$ cat config.mk
export PLATFORM = sky130hd
export DESIGN_NAME = mem_burst_master
export DESIGN_NICKNAME = d
export VERILOG_FILES = /design/src/rtl/mem_burst_pkg.sv /design/src/rtl/mem_burst_addr_gen.sv /design/src/rtl/mem_burst_master.sv
export SDC_FILE = /design/constraint.sdc
export NUM_CORES = 1
export LEC_CHECK = 0
export ABC_AREA = 1
export BUFFER_PORTS_ARGS = -buffer_cell sky130_fd_sc_hd__buf_2
export CAP_MARGIN = 20
export CORE_UTILIZATION = 51
export CTS_CLUSTER_DIAMETER = 100
export DETAILED_ROUTE_END_ITERATION = 6
export HOLD_SLACK_MARGIN = 0.06
export PLACE_DENSITY = 0.8
export SLEW_MARGIN = 20
export SYNTH_ARGS = -nofsm -noshare
export SYNTH_HDL_FRONTEND = slang
export SYNTH_SLANG_ARGS = --single-unit
$ cat constraint.sdc
create_clock -name clk -period 2.7 [get_ports clk]
set_clock_uncertainty 0.1 [all_clocks]
set_input_delay 0.54 -clock clk [delete_from_list [all_inputs] [get_ports clk]]
set_output_delay 0.54 -clock clk [all_outputs]
set_load 0.1 [all_outputs]
$ cat src/rtl/mem_burst_pkg.sv
// Shared definitions for the memory burst master: op encodings, FSM states, word size.
// The optional checksum burst is enabled by defining MEM_BURST_SUM_EN.
package mem_burst_pkg;

    localparam logic [1:0] OP_FILL    = 2'b00;
    localparam logic [1:0] OP_COPY    = 2'b01;
    localparam logic [1:0] OP_SUM     = 2'b10;
    localparam logic [1:0] OP_ILLEGAL = 2'b11;

    localparam int WORD_BYTES = 4;

    typedef enum logic [2:0] {
        S_IDLE  = 3'd0,
        S_READ  = 3'd1,
        S_CAPT  = 3'd2,
        S_WRITE = 3'd3,
        S_DONE  = 3'd4
    } state_t;

endpackage

$ cat src/rtl/mem_burst_addr_gen.sv
// Word-aligned source/destination pointers with wrapping +4 steps, plus the burst word counter.
// The *_d outputs are the values the pointers take at the next edge, so callers can register them.
module mem_burst_addr_gen
    import mem_burst_pkg::*;
#(
    parameter int ADDR_W = 16,
    parameter int LEN_W  = 8
) (
    input  logic              clk,
    input  logic              reset_n,
    input  logic              i_load,
    input  logic [ADDR_W-1:0] i_src,
    input  logic [ADDR_W-1:0] i_dst,
    input  logic [LEN_W-1:0]  i_len,
    input  logic              i_inc_src,
    input  logic              i_inc_dst,
    input  logic              i_inc_cnt,
    output logic [ADDR_W-1:0] o_src_d,
    output logic [ADDR_W-1:0] o_dst_d,
    output logic              o_last
);

    localparam logic [ADDR_W-1:0] ALIGN_MASK = ~ADDR_W'(WORD_BYTES - 1);
    localparam logic [ADDR_W-1:0] STEP       = ADDR_W'(WORD_BYTES);

    logic [ADDR_W-1:0] r_src;
    logic [ADDR_W-1:0] r_dst;
    logic [LEN_W-1:0]  r_cnt;
    logic [LEN_W-1:0]  r_len;
    logic [ADDR_W-1:0] w_src_d;
    logic [ADDR_W-1:0] w_dst_d;
    logic [LEN_W-1:0]  w_cnt_d;

    always_comb begin
        w_src_d = r_src;
        w_dst_d = r_dst;
        w_cnt_d = r_cnt;
        if (i_load) begin
            w_src_d = i_src & ALIGN_MASK;
            w_dst_d = i_dst & ALIGN_MASK;
            w_cnt_d = '0;
        end else begin
            // Plain modular add gives the 0xFFFC -> 0x0000 wrap for free.
            if (i_inc_src) w_src_d = r_src + STEP;
            if (i_inc_dst) w_dst_d = r_dst + STEP;
            if (i_inc_cnt) w_cnt_d = r_cnt + LEN_W'(1);
        end
    end

    always_ff @(posedge clk or negedge reset_n) begin
        if (!reset_n) begin
            r_src <= '0;
            r_dst <= '0;
            r_cnt <= '0;
            r_len <= '0;
        end else begin
            r_src <= w_src_d;
            r_dst <= w_dst_d;
            r_cnt <= w_cnt_d;
            if (i_load) r_len <= i_len;
        end
    end

    assign o_src_d = w_src_d;
    assign o_dst_d = w_dst_d;
    assign o_last  = ((r_cnt + LEN_W'(1)) == r_len);

endmodule

$ cat src/rtl/mem_burst_master.sv
// Burst initiator for the single-port word RAM: fill, copy and (with MEM_BURST_SUM_EN) read-checksum.
// Handshake: a command is taken on cmd_valid && cmd_ready at posedge; a RAM access completes on mem_ready at posedge.
module mem_burst_master
    import mem_burst_pkg::*;
#(
    parameter int ADDR_W = 16,
    parameter int DATA_W = 32,
    parameter int LEN_W  = 8
) (
    input  logic              clk,
    input  logic              reset_n,
    input  logic              cmd_valid,
    output logic              cmd_ready,
    input  logic [1:0]        cmd_op,
    input  logic [ADDR_W-1:0] cmd_src,
    input  logic [ADDR_W-1:0] cmd_dst,
    input  logic [LEN_W-1:0]  cmd_len,
    input  logic [DATA_W-1:0] cmd_fill,
    input  logic              abort,
    output logic [ADDR_W-1:0] mem_addr,
    output logic [DATA_W-1:0] mem_wdata,
    output logic              mem_we,
    output logic              mem_re,
    input  logic [DATA_W-1:0] mem_rdata,
    input  logic              mem_ready,
    output logic              busy,
    output logic              done,
    output logic              err,
    output logic [DATA_W-1:0] checksum,
    output state_t            o_dbg_state
);

`ifdef MEM_BURST_SUM_EN
    localparam bit SUM_EN = 1'b1;
`else
    localparam bit SUM_EN = 1'b0;
`endif

    state_t            r_state;
    state_t            w_state_d;
    logic [1:0]        r_op;
    logic [ADDR_W-1:0] r_mem_addr;
    logic [DATA_W-1:0] r_mem_wdata;
    logic              r_mem_we;
    logic              r_mem_re;
    logic              r_done;
    logic              r_err;
    logic              w_accept;
    logic              w_illegal;
    logic              w_err_d;
    logic              w_inc_src;
    logic              w_inc_dst;
    logic              w_inc_cnt;
    logic              w_last;
    logic [ADDR_W-1:0] w_src_d;
    logic [ADDR_W-1:0] w_dst_d;

    assign w_accept  = (r_state == S_IDLE) && cmd_valid;
    assign w_illegal = (cmd_op == OP_ILLEGAL) || ((cmd_op == OP_SUM) && !SUM_EN);

    mem_burst_addr_gen #(
        .ADDR_W (ADDR_W),
        .LEN_W  (LEN_W)
    ) u_addr_gen (
        .clk       (clk),
        .reset_n   (reset_n),
        .i_load    (w_accept),
        .i_src     (cmd_src),
        .i_dst     (cmd_dst),
        .i_len     (cmd_len),
        .i_inc_src (w_inc_src),
        .i_inc_dst (w_inc_dst),
        .i_inc_cnt (w_inc_cnt),
        .o_src_d   (w_src_d),
        .o_dst_d   (w_dst_d),
        .o_last    (w_last)
    );

    always_ff @(posedge clk or negedge reset_n) begin
        if (!reset_n) r_state <= S_IDLE;
        else          r_state <= w_state_d;
    end

    always_comb begin
        w_state_d = r_state;
        w_err_d   = 1'b0;
        w_inc_src = 1'b0;
        w_inc_dst = 1'b0;
        w_inc_cnt = 1'b0;
        case (r_state)
            S_IDLE: begin
                if (cmd_valid) begin
                    if (w_illegal) begin
                        w_state_d = S_DONE;
                        w_err_d   = 1'b1;
                    end else if (cmd_len == '0) begin
                        w_state_d = S_DONE;
                    end else if (cmd_op == OP_FILL) begin
                        w_state_d = S_WRITE;
                    end else begin
                        w_state_d = S_READ;
                    end
                end
            end
            S_READ: begin
                if (abort) begin
                    w_state_d = S_DONE;
                    w_err_d   = 1'b1;
                end else if (mem_ready) begin
                    w_inc_src = 1'b1;
                    w_state_d = S_CAPT;
                end
            end
            S_CAPT: begin
                if (abort) begin
                    w_state_d = S_DONE;
                    w_err_d   = 1'b1;
                end else if (r_op == OP_COPY) begin
                    w_state_d = S_WRITE;
                end else begin
                    w_inc_cnt = 1'b1;
                    w_state_d = w_last ? S_DONE : S_READ;
                end
            end
            S_WRITE: begin
                if (abort) begin
                    w_state_d = S_DONE;
                    w_err_d   = 1'b1;
                end else if (mem_ready) begin
                    w_inc_dst = 1'b1;
                    w_inc_cnt = 1'b1;
                    if (w_last)               w_state_d = S_DONE;
                    else if (r_op == OP_FILL) w_state_d = S_WRITE;
                    else                      w_state_d = S_READ;
                end
            end
            S_DONE:  w_state_d = S_IDLE;
            default: w_state_d = S_IDLE;
        endcase
    end

    // Bus outputs are loaded from the next state so they line up with the state they belong to.
    always_ff @(posedge clk or negedge reset_n) begin
        if (!reset_n) begin
            r_op        <= OP_FILL;
            r_mem_addr  <= '0;
            r_mem_wdata <= '0;
            r_mem_we    <= 1'b0;
            r_mem_re    <= 1'b0;
            r_done      <= 1'b0;
            r_err       <= 1'b0;
        end else begin
            if (w_accept) r_op <= cmd_op;
            if (w_state_d == S_READ)       r_mem_addr <= w_src_d;
            else if (w_state_d == S_WRITE) r_mem_addr <= w_dst_d;
            // mem_wdata doubles as the copy holding register.
            if (w_state_d == S_WRITE && r_state == S_IDLE)      r_mem_wdata <= cmd_fill;
            else if (w_state_d == S_WRITE && r_state == S_CAPT) r_mem_wdata <= mem_rdata;
            r_mem_we <= (w_state_d == S_WRITE);
            r_mem_re <= (w_state_d == S_READ);
            r_done   <= (w_state_d == S_DONE);
            r_err    <= (w_state_d == S_DONE) && w_err_d;
        end
    end

`ifdef MEM_BURST_SUM_EN
    logic [DATA_W-1:0] r_checksum;

    always_ff @(posedge clk or negedge reset_n) begin
        if (!reset_n)                                               r_checksum <= '0;
        else if (w_accept)                                          r_checksum <= '0;
        else if (r_state == S_CAPT && r_op == OP_SUM && !abort)     r_checksum <= r_checksum + mem_rdata;
    end

    assign checksum = r_checksum;
`else
    assign checksum = '0;
`endif

    assign cmd_ready   = (r_state == S_IDLE);
    assign busy        = (r_state != S_IDLE);
    assign mem_addr    = r_mem_addr;
    assign mem_wdata   = r_mem_wdata;
    assign mem_we      = r_mem_we;
    assign mem_re      = r_mem_re;
    assign done        = r_done;
    assign err         = r_err;
    assign o_dbg_state = r_state;

endmodule

== After elaboration in Yosys (flattened, before gate mapping) ==
Cells that the tools add are included.

* Output and inout port bits: 89
* Register bits after elaboration: 105
* Bits of input ports: 111
* Word-level logic and storage cells: 74

* Add/subtract/negate cells: 3
* Equality and inequality tests: 10
* Muxes and demuxes: 35
* Reduce and logical (&&, ||, !) cells: 14

{| class="wikitable"
|+ Operators by type and width
! operator !! count
|-
| 16-bit two-way mux || 6
|-
| 32-bit two-way mux || 2
|-
| 3-bit two-way mux || 11
|-
| 16-bit by 3-bit adder with 16-bit output, second input constant || 2
|-
| 8-bit two-way mux || 2
|-
| 3-bit one-hot mux with 4 select lines || 1
|-
| 3-bit by 2-bit equality test with 1-bit output, second input constant || 3
|-
| 1-bit two-way mux || 9
|-
| 8-bit by 1-bit adder with 8-bit output, second input constant || 1
|-
| 8-bit equality test || 1
|-
| 8-bit logical NOT || 1
|-
| 3-bit by 1-bit equality test with 1-bit output, second input constant || 2
|-
| 2-bit nonzero test || 3
|-
| 2-bit equality test, second input constant || 2
|-
| 1-bit logical AND || 4
|-
| 2-bit logical NOT || 2
|-
| 2-bit two-way mux || 2
|-
| 1-bit one-hot mux with 2 select lines || 2
|-
| 3-bit equality test, second input constant || 1
|-
| 3-bit logical NOT || 1
|-
| 3-bit nonzero test || 1
|-
| 3-bit OR reduction || 1
|-
| 2-bit by 1-bit equality test with 1-bit output, second input constant || 1
|-
| 1-bit logical OR || 1
|}

== Depth between registers and ports, before layout ==
Gate-level depths: netlist (run 1).

* Depth in word-level cells: 10
* Depth in mapped cells: 15
* Mapped depth without buffers: 14

== Cells and area by module ==
A second synthesis (run 1) with hierarchy kept.

* Cells, all modules: 774
* Area, all modules: 5904.4 µm²

{| class="wikitable"
|+ Modules (own cells, without submodules)
! module !! times used !! area an instance (µm²) !! sequential area each (µm²) !! cells an instance
|-
| mem_burst_master || 1 || 3254.4 || 1426.4 || 408
|-
| mem_burst_addr_gen || 1 || 2650.0 || 1201.2 || 366
|}

== Worst setup path before layout (run 1) ==
Ideal clock, no wire load.

* Kind: register to register
* From: register r_state[0], in the netlist o_dbg_state[0]
* To: register r_mem_addr[6], in the netlist mem_addr[6]
* Setup slack: -1746 ps
* Buffers on the path: 1
* Arrival: 4219 ps
* Data required time: 2473 ps
* Cell stages (with the launch flop): 9
* Period minus slack after synthesis: 4446 ps
* Cells stage by stage: dfrtp_1 -> nor3_2 -> inv_1 -> nor2_1 -> buf_2 -> a31oi_1 -> a22o_1 -> nand3_1 -> nand3_1

* Elaborated cells between the ends (all ways): 22

{| class="wikitable"
|+ RTL lines
! item !! RTL line !! RTL
|-
| start, declared || mem_burst_master.sv:39 || <nowiki>state_t r_state;</nowiki>
|-
| start signal, assigned || mem_burst_master.sv:81 || <nowiki>else r_state <= w_state_d;</nowiki>
|-
| 3-bit logical NOT || - ||
|-
| named net cmd_ready || mem_burst_master.sv:13 || <nowiki>output logic cmd_ready,</nowiki>
|-
| 1-bit logical AND || mem_burst_master.sv:58 || <nowiki>assign w_accept = (r_state == S_IDLE) && cmd_valid;</nowiki>
|-
| 16-bit two-way mux || mem_burst_addr_gen.sv:38 || <nowiki>if (i_load) begin</nowiki>
|-
| named net u_addr_gen.o_src_d[6] || mem_burst_addr_gen.sv:18 || <nowiki>output logic [ADDR_W-1:0] o_src_d,</nowiki>
|-
| 16-bit two-way mux || mem_burst_master.sv:154 || <nowiki>if (w_state_d == S_READ) r_mem_addr <= w_src_d;</nowiki>
|-
| end signal, assigned || mem_burst_master.sv:154 ||
|-
| end signal, assigned || mem_burst_master.sv:155 || <nowiki>else if (w_state_d == S_WRITE) r_mem_addr <= w_dst_d;</nowiki>
|-
| end, declared || mem_burst_master.sv:42 || <nowiki>logic [ADDR_W-1:0] r_mem_addr;</nowiki>
|}

The timed path passes the listed nets, and every way through them passes these cells. The select of a mux whose other input is x is not followed.
A chain may end at the register's enable or synchronous reset.

== Worst setup path in the final report (run 1) ==
* From: register u_addr_gen.r_cnt[0]
* To: register r_mem_addr[6], in the netlist mem_addr[6]

* Longest elaborated chain between the ends: 8
* Elaborated cells between the ends (all ways): 13

{| class="wikitable"
|+ RTL lines
! item !! RTL line !! RTL
|-
| start, declared || mem_burst_addr_gen.sv:28 || <nowiki>logic [LEN_W-1:0] r_cnt;</nowiki>
|-
| start signal, assigned || mem_burst_addr_gen.sv:59 || <nowiki>r_cnt <= w_cnt_d;</nowiki>
|-
| 8-bit by 1-bit adder with 8-bit output (*) || mem_burst_addr_gen.sv:66 || <nowiki>assign o_last = ((r_cnt + LEN_W'(1)) == r_len);</nowiki>
|-
| 8-bit equality test (*) || mem_burst_addr_gen.sv:66 ||
|-
| 3-bit two-way mux (on tied branches) || mem_burst_master.sv:132, mem_burst_master.sv:122 ||
|-
| 3-bit two-way mux (on tied branches) || mem_burst_master.sv:129, mem_burst_master.sv:118 ||
|-
| 3-bit two-way mux (on tied branches) || mem_burst_master.sv:126, mem_burst_master.sv:115 ||
|-
| 3-bit one-hot mux with 4 select lines (*) || mem_burst_master.sv:90 || <nowiki>case (r_state)</nowiki>
|-
| 3-bit by 1-bit equality test with 1-bit output or 3-bit by 2-bit equality test with 1-bit output (tied branches) || mem_burst_master.sv:154, mem_burst_master.sv:155 ||
|-
| 16-bit two-way mux or 2-bit nonzero test (tied branches) || - ||
|}

Every way passes the cells marked *; elsewhere a longest branch is shown, timed or not.

==> results of run 1 <==
[stage by stage]
| step | instances | setup TNS, ns |
|---|---|---|
| global route | 1092 | 0 |
| finish | 1092 | 0 |
| global placement | 1074 | 0 |
| floorplan | 824 | -52.30 |
| CTS | 1091 | 0 |
| detailed placement | 1074 | 0 |
[flip-flops by register name, summed over array words and instances, names as in the netlist]
name              count
mem_re                1
u_addr_gen.r_dst     16
o_dbg_state           3
mem_we                1
u_addr_gen.r_cnt      8
mem_addr             16
r_op                  2
err                   1
u_addr_gen.r_src     16
u_addr_gen.r_len      8
mem_wdata            32
done                  1
[critical path, delay by kind of cell (launching register included)]
kind,cells,cell delay (ns)
fa+ha+maj,1,0.27
flops,1,0.42
compound gates,1,0.19
simple gates,9,1.37
[cell families (layout without fill, tap and decap cells)]
group                    Yosys count  after routing  share of synthesized area
flip-flops                       105            105                      0.435
AO/OA/AOI/OAI                    124            124                      0.110
other                              1             32                   0.000621
AND/OR/NAND/NOR                  383            384                      0.294
adder cells (fa/ha/maj)            3              3                    0.00622
XOR/XNOR                          18             18                     0.0261
buffers and inverters            159            283                      0.127
[worst max-delay path by stage]
stage	from	endpoint	slack [ns]	cells past startpoint
2_1_floorplan	o_dbg_state[1]	mem_addr[6]	-0.83	8
3_3_place_gp	u_addr_gen.r_cnt[0]	mem_addr[3]	0.28	13
6_report	u_addr_gen.r_cnt[0]	mem_addr[6]	0.21	11
5_1_grt	u_addr_gen.r_cnt[0]	mem_addr[15]	0.005	12
3_5_place_dp	u_addr_gen.r_cnt[0]	mem_addr[15]	0.25	13
4_1_cts	u_addr_gen.r_cnt[0]	mem_addr[15]	0.22	11
[cell usage in the layout, fill, tap and decap left out, drive strengths merged]
cell type / instances
a21oi: 8
a22o: 2
a31oi: 13
and2: 1
buf: 175
bufinv: 2
clkbuf: 10
clkinv: 2
clkinvlp: 1
conb: 32
dfrtp: 105
dlygate4sd3: 1
ha: 3
inv: 92
nand2: 171
nand3: 119
nand4: 20
nor2: 56
nor3: 14
nor4: 1
o211ai: 1
o21ai: 97
o22ai: 2
o31ai: 1
or2: 2
xnor2: 8
xor2: 10
[what timing repair did]
action | CTS | global route
setup buffers | 0 | 0
endpoints found under the hold margin | 2 | 0
endpoints found under the setup margin | 0 | 5
hold buffers | 1 | 0
[layout make-up]
type                    instances  area share
clock buffers                  10      0.0327
well taps                     143      0.0244
multi-input cells             561       0.395
repair buffers                176       0.129
clock inverters                 6      0.0120
flip-flops and latches        105       0.360
inverters                      91      0.0472
[metal layers]
metal | up-vias | GRT usage
met5 | - | 0
met4 | 0 | 0.113
met3 | 25 | 0.0498
met2 | 227 | 0.408
met1 | 2554 | 0.349
li1 | 2843 | -
==> metrics.txt, run 1 <==
pin count of the biggest net entering global routing 97; initial antenna violation count 0; Max-slew headroom 0.474; Syn Inst Count 793; Setup violations, final 0; #FFs+latches synth 105; GRT Overall Usage 0.259; io pins 200; Max Fclk 402 MHz; Total Wirelength 15300 um; Num CTS Buffers 9; Final GP Congestion 0.929; number of cells upsized or downsized after cts 0; Worst-path clk slew 0.07 ns; largest area contributor in the netlist dfrtp_1; dpl ws 0.250 ns; synth unique cells 36; uppermost routed layer met4; Die X 111 um; synthesized area per cell 7.61 um2; Die H 111 um; routed wl met2 7190 um; RSZ-0062 raised after global routing false; Max-Cap Viols 0; maximum clock path buffer count 2; H-tree depth 3; reg2reg start u_addr_gen.r_cnt[0]; post-route cell area 7320 um2; fillers 1027; drt via density 5.17; row count 39; CP most frequent cell nand3_1; count leader, synth nand2_1; clk sinks 105; number of global-route vias before repair 5147; RR Endpoint mem_addr[6]; Hold Startpoint cmd_fill[25]; FF-to-FF setup slack 0.21 ns; Worst-Margin Slew 0.788 ns; crit path kind reg -> reg; hold_ws 0.296 ns; Post-synth top cells 166 x nand2_1, 114 x nand3_1, 105 x dfrtp_1, 92 x o21ai_0, 86 x inv_1; drt first pass iters 5; min-delay worst type in -> reg; CTS root buf clkbuf_16; critical path data required time 2.83 ns; post-placement cell area 6970 um2; dpl hpwl 11300 um; crit-path max cell delay 0.42 ns; # DRC 0; FFs w/ async S/R, synth 1.00; Worst EP arrival 2.62 ns; die area 12300 um2; Area Growth Syn to Fin 21.2%; Buffers on Ports 163; synth top area cells dfrtp_1 44%, nand2_1 10%, nand3_1 9.4%; Core Area 11500 um2; Final nets 1058; Crit. End Element flip-flop; ANT nets after route 0; crit-path cells ha_1, nand3_1, o21ai_1, and2_1, nor2_2, nor2_4, nand3_2, nand2_2, nand3_2, nand3_1, nand3_1; Synth top area share 0.435; WHS Endpoint mem_wdata[25]; Seq/Total Area, Yosys 0.435; status finished clean; ant diodes 0; DR iter-0 viols 499; slack of the critical path 0.212 ns; GRT overflow 0; Vias 5649; Slew Viols, Final 0; crit share post-route 0.922; wire per inst 14.0 um; hold path cells 3; mapped cell area 6040 um2; share of layout cells above drive strength 1 0.261; Worst-Skew Late Latency 0.36 ns; Synth Flop Type dfrtp_1; initial cell density of the core 0.527; Tmin final 2.49 ns; Ys Warns 0; EDFF count, synth 0; reg2reg path depth 11; met3 wire len 1070 um; Util after Layout 0.638; startpoint types flip-flop; global-route wire length before repair 25200 um; final hold viol count 0; CTS tree built; Crit-path slowest cell dfrtp_1; Storage cell area 2640 um2; crit path max fanout 17; Multi-input gate area 2890 um2; met1 WL 6650 um
Power of run 1 is not shown: default switching activity piles up to over one toggle a cycle in this logic, so the estimate is an artifact.
==> run 2, diff against run 1 <==
--- a/config.mk
+++ b/config.mk
@@ -5,10 +5,9 @@
 export SDC_FILE = /design/constraint.sdc
 export NUM_CORES = 1
 export LEC_CHECK = 0
-export ABC_AREA = 1
 export BUFFER_PORTS_ARGS = -buffer_cell sky130_fd_sc_hd__buf_2
 export CAP_MARGIN = 20
-export CORE_UTILIZATION = 51
+export CORE_UTILIZATION = 50
 export CTS_CLUSTER_DIAMETER = 100
 export DETAILED_ROUTE_END_ITERATION = 6
 export HOLD_SLACK_MARGIN = 0.06
==> metrics.txt, run 2 <==
Max-Cap Viols 0; synth unique cells 50; critical path data required time 2.06 ns; clk sinks 105; share of layout cells above drive strength 1 0.283; row count 37; CTS root buf clkbuf_8; # DRC 0; #FFs+latches synth 105; H-tree depth 3; largest area contributor in the netlist dfrtp_1; maximum clock path buffer count 2; Seq/Total Area, Yosys 0.489; Storage cell area 2640 um2; slack of the critical path 0.184 ns; ant diodes 0; Multi-input gate area 2450 um2; status finished clean; commonest non-fill, non-tap cell in the layout buf_2; Worst-Margin Slew 0.691 ns; crit path kind reg -> out; die area 11200 um2; initial cell density of the core 0.519; Final nets 873; Worst EP arrival 1.88 ns; drt first pass iters 6; EDFF count, synth 0; Ys Warns 0; Tmin final 2.52 ns; global-route wire length before repair 21200 um; Worst-Skew Late Latency 0.37 ns; synth top area cells dfrtp_1 49%, nand2_1 9.0%, o21ai_0 5.5%; Final GP Congestion 0.871; ANT nets after route 0; Setup violations, final 0; Max-slew headroom 0.540; number of global-route vias before repair 4630; crit-path leading delay family flip-flops; io pins 200; Slew Viols, Final 0; Critical path origin o_dbg_state[0]; Crit. End Element output pin; drt via density 5.25; min-delay worst type in -> async; Post-CTS Setup Repair Bufs 0; Num CTS Buffers 9; FFs w/ async S/R, synth 1.00; crit-path max cell delay 0.54 ns; fillers 897; Buffers on Ports 163; startpoint types flip-flop; Worst-path clk slew 0.10 ns; count leader, synth nand2_1; crit-path cells or3_4, inv_12, buf_2; Synth Flop Type dfrtp_1; dpl hpwl 9500 um; crit path max fanout 12; number of cells upsized or downsized after cts 0; Total Wirelength 12800 um; wire per inst 14.2 um; Post-synth top cells 129 x nand2_1, 105 x dfrtp_1, 59 x o21ai_0, 45 x nor2_1, 35 x buf_4; Vias 4722; GRT overflow 0; RSZ-0062 raised after global routing false; Synth top area share 0.489; Util after Layout 0.634; Die H 106 um; Crit-path slowest cell dfrtp_4; Area Growth Syn to Fin 22.2%; synthesized area per cell 8.96 um2; mapped cell area 5380 um2; most frequent cells in the layout 162 x buf_2, 129 x nand2_1, 102 x dfrtp_1; reg2reg start u_addr_gen.r_cnt[1]; Die X 106 um; DR iter-0 viols 180; Max Fclk 397 MHz; final hold viol count 0; Syn Inst Count 600; crit share post-route 0.932; CTS tree built; Core Area 10400 um2; count of buffer and inverter cells on the critical path 2; Post-CTS Hold Fix Bufs 0; GRT Overall Usage 0.239; initial antenna violation count 0; pin count of the biggest net entering global routing 51; max reg flops 32; Sum Neg Setup Slack 0 ns; dpl ws -0.0594 ns
[run 2: changes by cell type in the layout (fill, tap and decap cells not counted), sizes merged, moves of 20 or more]
| cell | change |
|---|---|
| inv | -83 |
| xnor2 | +20 |
| nand2 | -41 |
| o21ai | -37 |
| o22ai | +32 |
| nand3 | -109 |
[run 2: kinds of logic (layout without fill, tap and decap cells)]
kind of cell,count (synthesis),in the layout,synth area share
AND/OR/NAND/NOR,242,242,0.205
AO/OA/AOI/OAI,129,129,0.141
flip-flops,105,105,0.489
buffers and inverters,74,207,0.0807
XOR/XNOR,42,42,0.0698
multiplexers,4,4,0.00745
adder cells (fa/ha/maj),3,3,0.00698
other,1,32,0.000697
[run 2: cell type report]
class                           count  area share
Tap cell                          136      0.0259
Sequential cell                   105       0.401
Multi-Input combinational cell    452       0.373
Inverter                            8     0.00723
Timing Repair Buffer              183       0.157
Clock inverter                      5      0.0129
Clock buffer                       11      0.0230
[run 2: per-stage QoR]
stage | hold WS (ns) | instances | area (um2)
floorplan | 0.144 | 631 | 5520
global route | 0.142 | 900 | 6570
CTS | 0.132 | 900 | 6570
detailed placement | 0.365 | 884 | 6340
global placement | 0.359 | 884 | 6340
finish | 0.101 | 900 | 6570
[run 2: layer usage]
metal,track usage,vias up,routed length (um)
met4,0.0913,0,291
met5,0,-,0
met2,0.414,185,6390
li1,-,2298,-
met3,0.0427,26,739
met1,0.295,2213,5400
[run 2: final timing paths]
kind	to	slack (ns)	cells past startpoint
worst max register to register	mem_addr[2]	0.19	10
max in group asynchronous	u_addr_gen.r_len[0]	1.73	2
worst max-delay path	cmd_ready	0.18	3
worst min register to register	mem_wdata[31]	0.38	2
worst min-delay path	mem_addr[10]	0.10	1
min in group clk	u_addr_gen.r_len[7]	0.28	3
Power of run 2 is left out for the same reason.
